<file path="src/rtl/control_riesgos.sv">
// control_riesgos: pipeline hazard control unit.
// Detects load-use and branch-operand hazards in Decode, stalls IF/ID and
// bubbles ID/EXE, squashes IF/ID on a taken branch, and freezes the whole
// pipeline while data memory is busy.
// Optional performance counters are enabled with `define RIESGOS_CONTADORES_EN.
module control_riesgos (
  input  logic        clk,
  input  logic        rst_n,
  input  logic [4:0]  rs1,
  input  logic [4:0]  rs2,
  input  logic        rs1_used,
  input  logic        rs2_used,
  input  logic        Branch_D,
  input  logic        Taken_D,
  input  logic [4:0]  rd_EXE,
  input  logic [4:0]  rd_MEM,
  input  logic        RegWrite_EXE,
  input  logic        MemRead_EXE,
  input  logic        MemRead_MEM,
  input  logic        Mem_Busy,
  output logic        Stall_F,
  output logic        Stall_D,
  output logic        Flush_E,
  output logic        Flush_D,
  output logic        Stall_E,
  output logic        Stall_M,
  output logic [15:0] Stall_Count,
  output logic [15:0] Flush_Count
);

  typedef enum logic [1:0] {StRun, StStall, StWait} state_t;

  state_t     state_q, state_d;
  state_t     saved_state_q, saved_state_d;
  logic [1:0] cnt_q, cnt_d;
  logic [1:0] saved_cnt_q, saved_cnt_d;

  // State as seen this cycle: WAIT behaves like the state it interrupted.
  state_t     eff_state;
  logic [1:0] eff_cnt;

  logic m_e1, m_e2, m_m1, m_m2, m_e, m_m;
  logic need1, need2;

  // Register-index matches; x0 never matches.
  assign m_e1 = (rd_EXE != 5'd0) && (rd_EXE == rs1) && rs1_used;
  assign m_e2 = (rd_EXE != 5'd0) && (rd_EXE == rs2) && rs2_used;
  assign m_m1 = (rd_MEM != 5'd0) && (rd_MEM == rs1) && rs1_used;
  assign m_m2 = (rd_MEM != 5'd0) && (rd_MEM == rs2) && rs2_used;
  assign m_e  = m_e1 | m_e2;
  assign m_m  = m_m1 | m_m2;

  // need2: branch waits on a load still in EXE (two bubbles).
  // need1: one bubble is enough.
  assign need2 = Branch_D & MemRead_EXE & m_e;
  assign need1 = ~need2 & ((MemRead_EXE & m_e & ~Branch_D) |
                           (Branch_D & RegWrite_EXE & ~MemRead_EXE & m_e) |
                           (Branch_D & MemRead_MEM & m_m));

  assign eff_state = (state_q == StWait) ? saved_state_q : state_q;
  assign eff_cnt   = (state_q == StWait) ? saved_cnt_q   : cnt_q;

  // State register with asynchronous reset back to RUN.
  always_ff @(posedge clk or negedge rst_n) begin
    if (!rst_n) begin
      state_q       <= StRun;
      cnt_q         <= 2'd0;
      saved_state_q <= StRun;
      saved_cnt_q   <= 2'd0;
    end else begin
      state_q       <= state_d;
      cnt_q         <= cnt_d;
      saved_state_q <= saved_state_d;
      saved_cnt_q   <= saved_cnt_d;
    end
  end

  // Next-state logic.
  always_comb begin
    state_d       = state_q;
    cnt_d         = cnt_q;
    saved_state_d = saved_state_q;
    saved_cnt_d   = saved_cnt_q;
    if (Mem_Busy) begin
      // Freeze: remember where we were; the remaining count is not consumed.
      state_d       = StWait;
      saved_state_d = eff_state;
      saved_cnt_d   = eff_cnt;
    end else begin
      unique case (eff_state)
        StRun: begin
          if (need2) begin
            state_d = StStall;
            cnt_d   = 2'd1;
          end else begin
            state_d = StRun;
            cnt_d   = 2'd0;
          end
        end
        StStall: begin
          if (eff_cnt <= 2'd1) begin
            state_d = StRun;
            cnt_d   = 2'd0;
          end else begin
            state_d = StStall;
            cnt_d   = eff_cnt - 2'd1;
          end
        end
        default: begin
          state_d = StRun;
          cnt_d   = 2'd0;
        end
      endcase
    end
  end

  // Output decode; everything is forced low while reset is held.
  always_comb begin
    Stall_F = 1'b0;
    Stall_D = 1'b0;
    Flush_E = 1'b0;
    Flush_D = 1'b0;
    Stall_E = 1'b0;
    Stall_M = 1'b0;
    if (rst_n) begin
      if (Mem_Busy) begin
        Stall_F = 1'b1;
        Stall_D = 1'b1;
        Stall_E = 1'b1;
        Stall_M = 1'b1;
      end else begin
        unique case (eff_state)
          StRun: begin
            if (need1 || need2) begin
              Stall_F = 1'b1;
              Stall_D = 1'b1;
              Flush_E = 1'b1;
            end else if (Branch_D && Taken_D) begin
              Flush_D = 1'b1;
            end
          end
          StStall: begin
            // Hazard inputs and any taken branch wait until back in RUN.
            Stall_F = 1'b1;
            Stall_D = 1'b1;
            Flush_E = 1'b1;
          end
          default: ;
        endcase
      end
    end
  end

`ifdef RIESGOS_CONTADORES_EN
  logic [15:0] stall_cnt_q, flush_cnt_q;

  // Saturating performance counters; memory-wait cycles are not hazard stalls.
  always_ff @(posedge clk or negedge rst_n) begin
    if (!rst_n) begin
      stall_cnt_q <= 16'h0000;
      flush_cnt_q <= 16'h0000;
    end else begin
      if (Stall_D && !Mem_Busy && (stall_cnt_q != 16'hFFFF)) begin
        stall_cnt_q <= stall_cnt_q + 16'd1;
      end
      if (Flush_D && (flush_cnt_q != 16'hFFFF)) begin
        flush_cnt_q <= flush_cnt_q + 16'd1;
      end
    end
  end

  assign Stall_Count = stall_cnt_q;
  assign Flush_Count = flush_cnt_q;
`else
  assign Stall_Count = 16'h0000;
  assign Flush_Count = 16'h0000;
`endif

endmodule

</file>
<file path="config.mk">
export PLATFORM = sky130hd
export DESIGN_NAME = control_riesgos
export DESIGN_NICKNAME = d
export VERILOG_FILES = /design/src/rtl/control_riesgos.sv
export SDC_FILE = /design/constraint.sdc
export NUM_CORES = 1
export LEC_CHECK = 0
export CORE_MARGIN = 2
export CORE_UTILIZATION = 45
export DETAILED_ROUTE_END_ITERATION = 8
export DONT_BUFFER_PORTS = 1
export PLACE_DENSITY_LB_ADDON = 0.25
export SYNTH_ARGS = -nofsm -noshare
export SYNTH_HDL_FRONTEND = slang
export SYNTH_SLANG_ARGS = --single-unit
</file>
<file path="constraint.sdc">
create_clock -name clk -period 1.7 [get_ports clk]
set_input_delay 0.085 -clock clk [delete_from_list [all_inputs] [get_ports clk]]
set_output_delay 0.085 -clock clk [all_outputs]
set_load 0.02 [all_outputs]
</file>
==> results by stage, run 1 <==
Status:
- The flow ran to the end, and the final reports show no timing, DRC or antenna violations.

Logic synthesis:
- The synthesized area per cell is just over 8 µm².
- The post-synthesis sequential element count is 8.
- The cell area that synthesis handed to floorplanning was 936 µm².
- The gate count of the mapped netlist is 115.
- The number of different library cells used by synthesis comes to 27.
- In the synthesized netlist the dominant register cell turns out to be sky130_fd_sc_hd__dfrtp_1.
- Yosys mapped a number of flops with a built-in enable equal to 0.
- Of all flip-flops after synthesis, the portion carrying an async set or reset was 1.00.
- The number of warning messages in the yosys log is 0.
- The register area share after synthesis is 0.214.

Place:
- At the end of routability-driven placement, the weighted congestion stood at 0.796.
- The total placed instance area is 835 µm².
- The post-detailed-placement half-perimeter wirelength is 1410 µm.
- The quantity of I/O buffers inserted on ports is 0.

Worst hold path:
- The type of the tightest min-delay check is input pin to flip-flop.
- The worst hold path begins at Mem_Busy.
- Along the worst hold path, the cell count comes to 2.
- The hold-critical path endpoint is saved_state_q[1].

Routing:
- The post-detailed-route DRC marker count is 0.
- The via total after detailed routing is between 600 and 700.
- The violation count after the first detailed-route iteration is 6.
- The routed design has 1730 µm of wire.
- The routed length per instance is 12.0 µm.
- Using the TritonRoute via totals, the vias-per-cell ratio works out to 4.76.
- The first-pass detailed-route iteration total is 3.
- The number of nets with antenna violations after detailed routing is 0.

Floorplanning:
- The die area is 0.00246 mm².
- The count of pins on the block boundary is 68.
- In this run the vertical extent of the chip is 49.6 µm.
- After floorplanning, the core was divided into 16 placement rows.
- The die is ~50 µm wide.
- The placeable core region is 0.00196 mm².
- The starting density of the core is 0.477.

Clock network:
- Clock tree synthesis inserted a total of 3 buffers.
- The post-CTS resize count is 0.
- The number of setup buffers added after CTS is 0.
- The clock latency reported for the late side of the worst-skew pair is 0.25 ns.
- The depth of the CTS H-tree is 1.
- The clock net in this run drives a total of 8 sinks.
- The library cell used as clock root buffer is sky130_fd_sc_hd__clkbuf_4.
- The clock transition at the register clock pins on the worst setup and hold paths after CTS is 0.06 ns.
- Counting along the longest clock path gives a buffer depth of 2.
- The clock tree from TritonCTS is built.

Global routing:
- The overall track demand over capacity in global routing is 0.142.
- The via count of the first global-routing pass was 674.
- The number of antenna violations at the first check in global routing was 0.
- Entering global routing, the biggest net connects 11 pins.
- The overall overflow remaining after global route is 0.
- The wire length of the first global-routing pass is about 2700 µm.

STA:
- The final setup skew is approximately 0.006 ns.
- The achievable frequency is 676 MHz.
- Setup repair after global routing left no endpoint under its margin.
- The final number of hold-violating endpoints is 0.
- The shortest clock period the worst path allows after layout is 1.48 ns.
- Setup violations remaining at the end of the flow were counted as 0.
- Setup total negative slack on the finished layout was measured at 0 ns.
- Dividing the final minimum period by the clock period gives 0.870.
- The number of pins with negative max-slew slack in the final report is 0.

Setup path:
- The count of cells along the worst register-to-register path is 5.
- The setup check on the worst reg-to-reg path leaves a slack of ~0.32 ns.
- STA classifies the critical path endpoint as an output pin.
- The reg-to-reg endpoint is cnt_q[0].
- At the worst endpoint, the arrival time is 1.39 ns.
- The startpoint of the most critical register-to-register path is state_q[1].
- The worst setup path is launched from a flip-flop.
- The critical path is of the flip-flop to output pin type.
- The biggest fanout along the worst timing path is 6.
- The worst path required time is 1.62 ns.

Pwr:
- For this design the static power due to leakage is 0.380 nW.
- The cell area power density is 596 mW/mm².
- Summing internal, switching and leakage power gives 0.523 mW.
- The worst vdd rail ir drop is 0.000231 V.

Layout:
- With fillers left out, the area of the finished cells amounts to around 880 µm².
- The top cell types in the final layout, fill and taps aside, are sky130_fd_sc_hd__conb_1, sky130_fd_sc_hd__xnor2_1, sky130_fd_sc_hd__nand2_1, sky130_fd_sc_hd__dfrtp_1.
- The share of post-route cells with drive strength above 1 is 0.0513.
- Leaving out fill and tap cells, the most frequent cell in the layout is sky130_fd_sc_hd__conb_1.
- The number of antenna cells inserted is 0.
- The area growth from synthesis to layout is -6.28%.
- The total number of nets in the final design is ~150.

Run:
- The number of max-cap violations is 0.
-- area by class of cell --
| cell class | instances | area [µm²] |
|---|---|---|
| fill | 215 | 1080 |
| multi-input combinational | 101 | 586 |
| sequential | 8 | 200 |
| tap | 27 | 33.8 |
| timing repair buffer | 3 | 27.5 |
| clock buffer | 3 | 22.5 |
| inverter | 2 | 7.51 |
-- cell usage after synthesis (2+ instances only) --
cell type	number	area (µm²)
sky130_fd_sc_hd__buf_4	34	255
sky130_fd_sc_hd__xnor2_1	20	175
sky130_fd_sc_hd__dfrtp_1	8	200
sky130_fd_sc_hd__nand2_1	8	30.0
sky130_fd_sc_hd__a21oi_1	6	30.0
sky130_fd_sc_hd__nor2_1	6	22.5
sky130_fd_sc_hd__nand4_1	4	25.0
sky130_fd_sc_hd__o21ai_0	4	20.0
sky130_fd_sc_hd__o22ai_1	3	18.8
sky130_fd_sc_hd__a31oi_1	2	12.5
sky130_fd_sc_hd__and2_1	2	12.5
sky130_fd_sc_hd__inv_1	2	7.51
sky130_fd_sc_hd__nor2b_1	2	12.5
-- through the flow --
stage / hold WS [ns] / worst slack [ns] / util / cells
2_1_floorplan: -0.211 / 0.169 / - / 146
3_3_place_gp: -0.210 / 0.299 / 0.425 / 139
3_5_place_dp: -0.210 / 0.300 / 0.425 / 139
4_1_cts: 0.0220 / 0.232 / 0.447 / 144
5_1_grt: 0.0573 / 0.108 / 0.447 / 144
6_report: 0.0311 / 0.221 / 0.447 / 144
-- sequential cells by signal (all words and copies together), names as in the netlist --
name           cells
cnt_q              2
saved_cnt_q        2
saved_state_q      2
state_q            2
-- per-layer routing --
layer	routed length (µm)	global-route usage
met1	605	0.138
met2	901	0.260
met3	213	0.0697
met4	8	0.0417
met5	0	0
-- logic make-up after synthesis --
kind of cell              count (synthesis)  share of synthesized area
AOI/OAI and AO/OA                        20                      0.142
other                                     1                    0.00401
muxes                                     2                     0.0227
xor gates and xnor gates                 20                      0.187
DFF                                       8                      0.214
buffers and inverters                    37                      0.285
and+or+nand+nor                          27                      0.146
-- how the worst max path moves through the flow --
stage,end,from,slack [ns]
after floorplan,Stall_F,rd_EXE[0],0.17
after CTS,Stall_F,state_q[0],0.23
final,Stall_F,state_q[0],0.22
after global placement,Flush_D,rd_MEM[0],0.30
after global routing,cnt_q[0],state_q[1],0.11
after detailed placement,Flush_D,rd_MEM[0],0.30
-- worst max-delay path: stages (launching register included) --
cell and delay [ns]:
sky130_fd_sc_hd__dfrtp_1 0.42, sky130_fd_sc_hd__o21ai_0 0.24, sky130_fd_sc_hd__o21ai_0 0.12, sky130_fd_sc_hd__a31oi_1 0.15, sky130_fd_sc_hd__buf_4 0.20
-- report_power, final --
part | internal [mW] | switching (mW) | leakage, nW
registers | 0.197 | 0.00597 | 0.105
logic | 0.0580 | 0.114 | 0.260
clock network | 0.0809 | 0.0668 | 0.0138
-- repair_timing --
item / in CTS / in global routing
hold endpoints to repair: 15 / 0
hold buffers: 2 / 0
endpoints found under the setup margin: 0 / 0
No activity file was read; power rests on OpenSTA's default activity.
==> run 2: changes to the inputs <==
- CTS_CLUSTER_DIAMETER: default -> 100
- clock period: 1.7 -> 1.4 ns (I/O delays scaled with it)
==> results by stage, run 2 (synthesis gave the netlist of run 1 again) <==
Status:
- The flow ran to the end, and the final reports show no timing, DRC or antenna violations.

Clock network:
- In this run, CTS created clock tree buffers numbering 3.
- The setup fix buffers added after clock tree synthesis is 0.
- The depth of the CTS H-tree is 1.
- After clock tree synthesis, the clock-pin slew on the worst setup and hold paths is 0.06 ns.
- TritonCTS built the clock tree.
- The clock tree buffer depth is 2.
- The library cell used as clock root buffer is sky130_fd_sc_hd__clkbuf_4.
- Counting every sink on the clock net gives 8.
- The clock latency reported for the late side of the worst-skew pair is 0.26 ns.

Global routing:
- The maximum number of pins on one net before global-route repair is 11.
- The via count of the first global-routing pass is about 670.
- The first global-routing pass estimated 2690 µm of wire.
- Global routing finished with a remaining overflow of 0.
- The overall track demand over capacity in global routing is 0.143.
- The number of antenna violations at the first check in global routing came to 0.

Routing:
- The violation count after the first detailed-route iteration is 6.
- The routed length per instance is 12.4 µm.
- Dividing the detail-routed via count by the number of cells gives 4.74.
- The post-detailed-route DRC marker count is 0.
- Summed over all layers, the routed wires come to 1840 µm.
- The pre-antenna-repair detailed-routing pass consisted of 3 iterations.
- In this run the remaining antenna-violating nets after routing total 0.
- For this block, the via count after detailed routing is 707.

Setup path:
- For the worst flop-to-flop path, the logic depth is 5.
- The startpoint of the most critical register-to-register path is state_q[0].
- Walking the worst path, the cells encountered are buf_6 > o21ai_4 > o21ai_2 > a31oi_2 > buf_6.
- Across all register-to-register paths, the minimum setup slack is 0.10 ns.
- The worst setup path is captured at an output pin.
- The worst register-to-register path ends at cnt_q[0].
- The worst path required time is between 1 and 1.5 ns.
- STA classifies the critical path startpoint as a flip-flop.
- In this run the worst path has a maximum fanout of 5.
- Data arrives at the worst endpoint at 1.31 ns.
- The delay contributed by the slowest stage of the critical path is 0.40 ns.
- The cell with the most instances on the worst path is sky130_fd_sc_hd__buf_6.
- The worst setup path is of the flip-flop to output pin kind.
- The cell with the largest stage delay on the worst path is sky130_fd_sc_hd__dfrtp_1.

Pwr:
- The sequential share of power is 0.379.
- The internal power component is between 0.4 and 0.5 mW.
- Of the total power, combinational logic draws 0.346.
- The share of total power dissipated in the clock network is 0.276.
- Summed over all cells, the static leakage comes to 0.410 nW.
- The worst vdd rail ir drop is 0.000307 V.
- Dividing total power by cell area gives a power density of 684 mW/mm².
- The fraction of power spent switching nets is 0.360.
- Total power for the finished layout comes to 0.655 mW.
- The analysis attributes to net switching a power of 0.235 mW.

STA:
- The post-route setup TNS is 0 ns.
- Setup repair after global routing could not meet its margin everywhere.
- The final number of hold-violating endpoints is 0.
- The share of the clock period used by the worst path is 0.984.
- Final hold analysis gives a worst-case slack of 0.00580 ns.
- Across the routed clock network, the largest skew measured is slightly below 0.002 ns.
- The shortest clock period the worst path allows after layout is 1.38 ns.
- The achievable frequency is 726 MHz.
- The total setup violations reported at the end of the flow is 0.
- The number of pins with negative max-slew slack in the final report came to 0.

Floorplanning:
- The die is 49.6 µm wide.
- The count of pins on the block boundary is 68.
- The number of cell rows is 16.
- The die covers between 0.002 and 0.0025 mm².
- The starting density of the core is 0.477.
- In this run the standard cell core region covers 0.00196 mm².
- The die outline height is 49.6 µm.

Place:
- The count of buffers added on input and output ports is 0.
- The weighted congestion reported at the end of routability-driven placement is 0.789.
- In this run, placement finished with an instance count of 144.
- The post-detailed-placement half-perimeter wirelength is 1480 µm.

Worst hold path:
- The worst hold path was traced through 2 stages.
- The startpoint of the most critical hold path is Mem_Busy.
- The worst hold path belongs to the class input pin to flip-flop.
- The hold-critical path endpoint is saved_state_q[1].

Layout:
- The number of inserted filler cells in the final layout is roughly 210.
- The library cells used most frequently in the layout, excluding fill and tap cells, are sky130_fd_sc_hd__conb_1, sky130_fd_sc_hd__xnor2_1, sky130_fd_sc_hd__nand2_1, sky130_fd_sc_hd__dfrtp_1, sky130_fd_sc_hd__nor2_1.
- The relative area change from synthesis to final layout is 2.27%.
- In the final layout, the multi-input gates occupy 619 µm².
- For this run, the number of standard cells in the final layout without fillers is 149.
- Leaving out fill and tap cells, the most frequent cell in the layout is sky130_fd_sc_hd__conb_1.
- The total number of nets in the final design is 154.
- Across the whole layout, storage elements account for 201 µm².
- The number of antenna cells inserted is 0.
- In the final layout, the share of cells above drive strength 1 is 0.156.

Run:
- The tool flagged a number of max-cap violations equal to 0.
==> run 2: changes by cell type in the layout (fill, tap and decap cells not counted), moves of 2 or more <==
| cell | before | now |
|---|---|---|
| sky130_fd_sc_hd__buf_4 | 1 | 4 |
| sky130_fd_sc_hd__buf_6 | 0 | 2 |
| sky130_fd_sc_hd__o21ai_1 | 0 | 2 |
| sky130_fd_sc_hd__o21ai_0 | 4 | 0 |
==> run 2: power by group through the flow <==
stage	logic [mW]	clock network [mW]	registers, mW
after floorplan	0.259	0	0.249
after global placement	0.203	0	0.250
after detailed placement	0.205	0	0.250
after CTS	0.222	0.187	0.247
after global routing	0.246	0.201	0.249
final	0.226	0.181	0.248
==> run 2: metal layers <==
layer	track usage	share of wire	up-vias
met2	0.260	0.54	44
met4	0.0417	0	0
li1	-	-	339
met1	0.147	0.36	324
met3	0.0606	0.10	0
met5	0	0	-
==> run 2: how the worst max path moves through the flow <==
stage	startpoint	endpoint	slack (ns)	cells past startpoint
floorplan	rd_MEM[0]	Stall_F	0.005	5
global placement	rd_MEM[0]	Flush_D	-0.007	4
detailed placement	rd_MEM[0]	Flush_D	-0.005	4
CTS	state_q[0]	Stall_D	0.008	5
global route	saved_state_q[0]	Flush_D	-0.03	3
finish	state_q[0]	Stall_D	0.02	5
==> run 2: through the flow <==
| step | utilization | setup slack (ns) | cell area, µm² |
|---|---|---|---|
| floorplan | - | 0.00472 | 1060 |
| global placement | 0.448 | -0.00727 | 878 |
| detailed placement | 0.448 | -0.00452 | 878 |
| CTS | 0.476 | 0.00850 | 935 |
| global route | 0.488 | -0.0327 | 957 |
| finish | 0.488 | 0.0222 | 957 |
==> run 2: area by class of cell <==
type | instances | area share
multi-input cells | 101 | 0.647
flip-flops and latches | 8 | 0.210
clock buffers | 3 | 0.0235
inverters | 2 | 0.00784
repair buffers | 8 | 0.0758
well taps | 27 | 0.0353
==> run 2: what timing repair did <==
item | in CTS | in global routing
pin swaps | 1 | 2
hold endpoints to repair | 15 | 0
hold buffers | 2 | 0
gates resized for setup | 7 | 8
endpoints found under the setup margin | 4 | 7
==> run 2: worst max-delay path: cells and delay by family, from the launching register on <==
kind / cells / cell delay, ns
AO/OA/AOI/OAI: 3 / 0.35
buffers and inverters: 2 / 0.30
flip-flops: 1 / 0.40
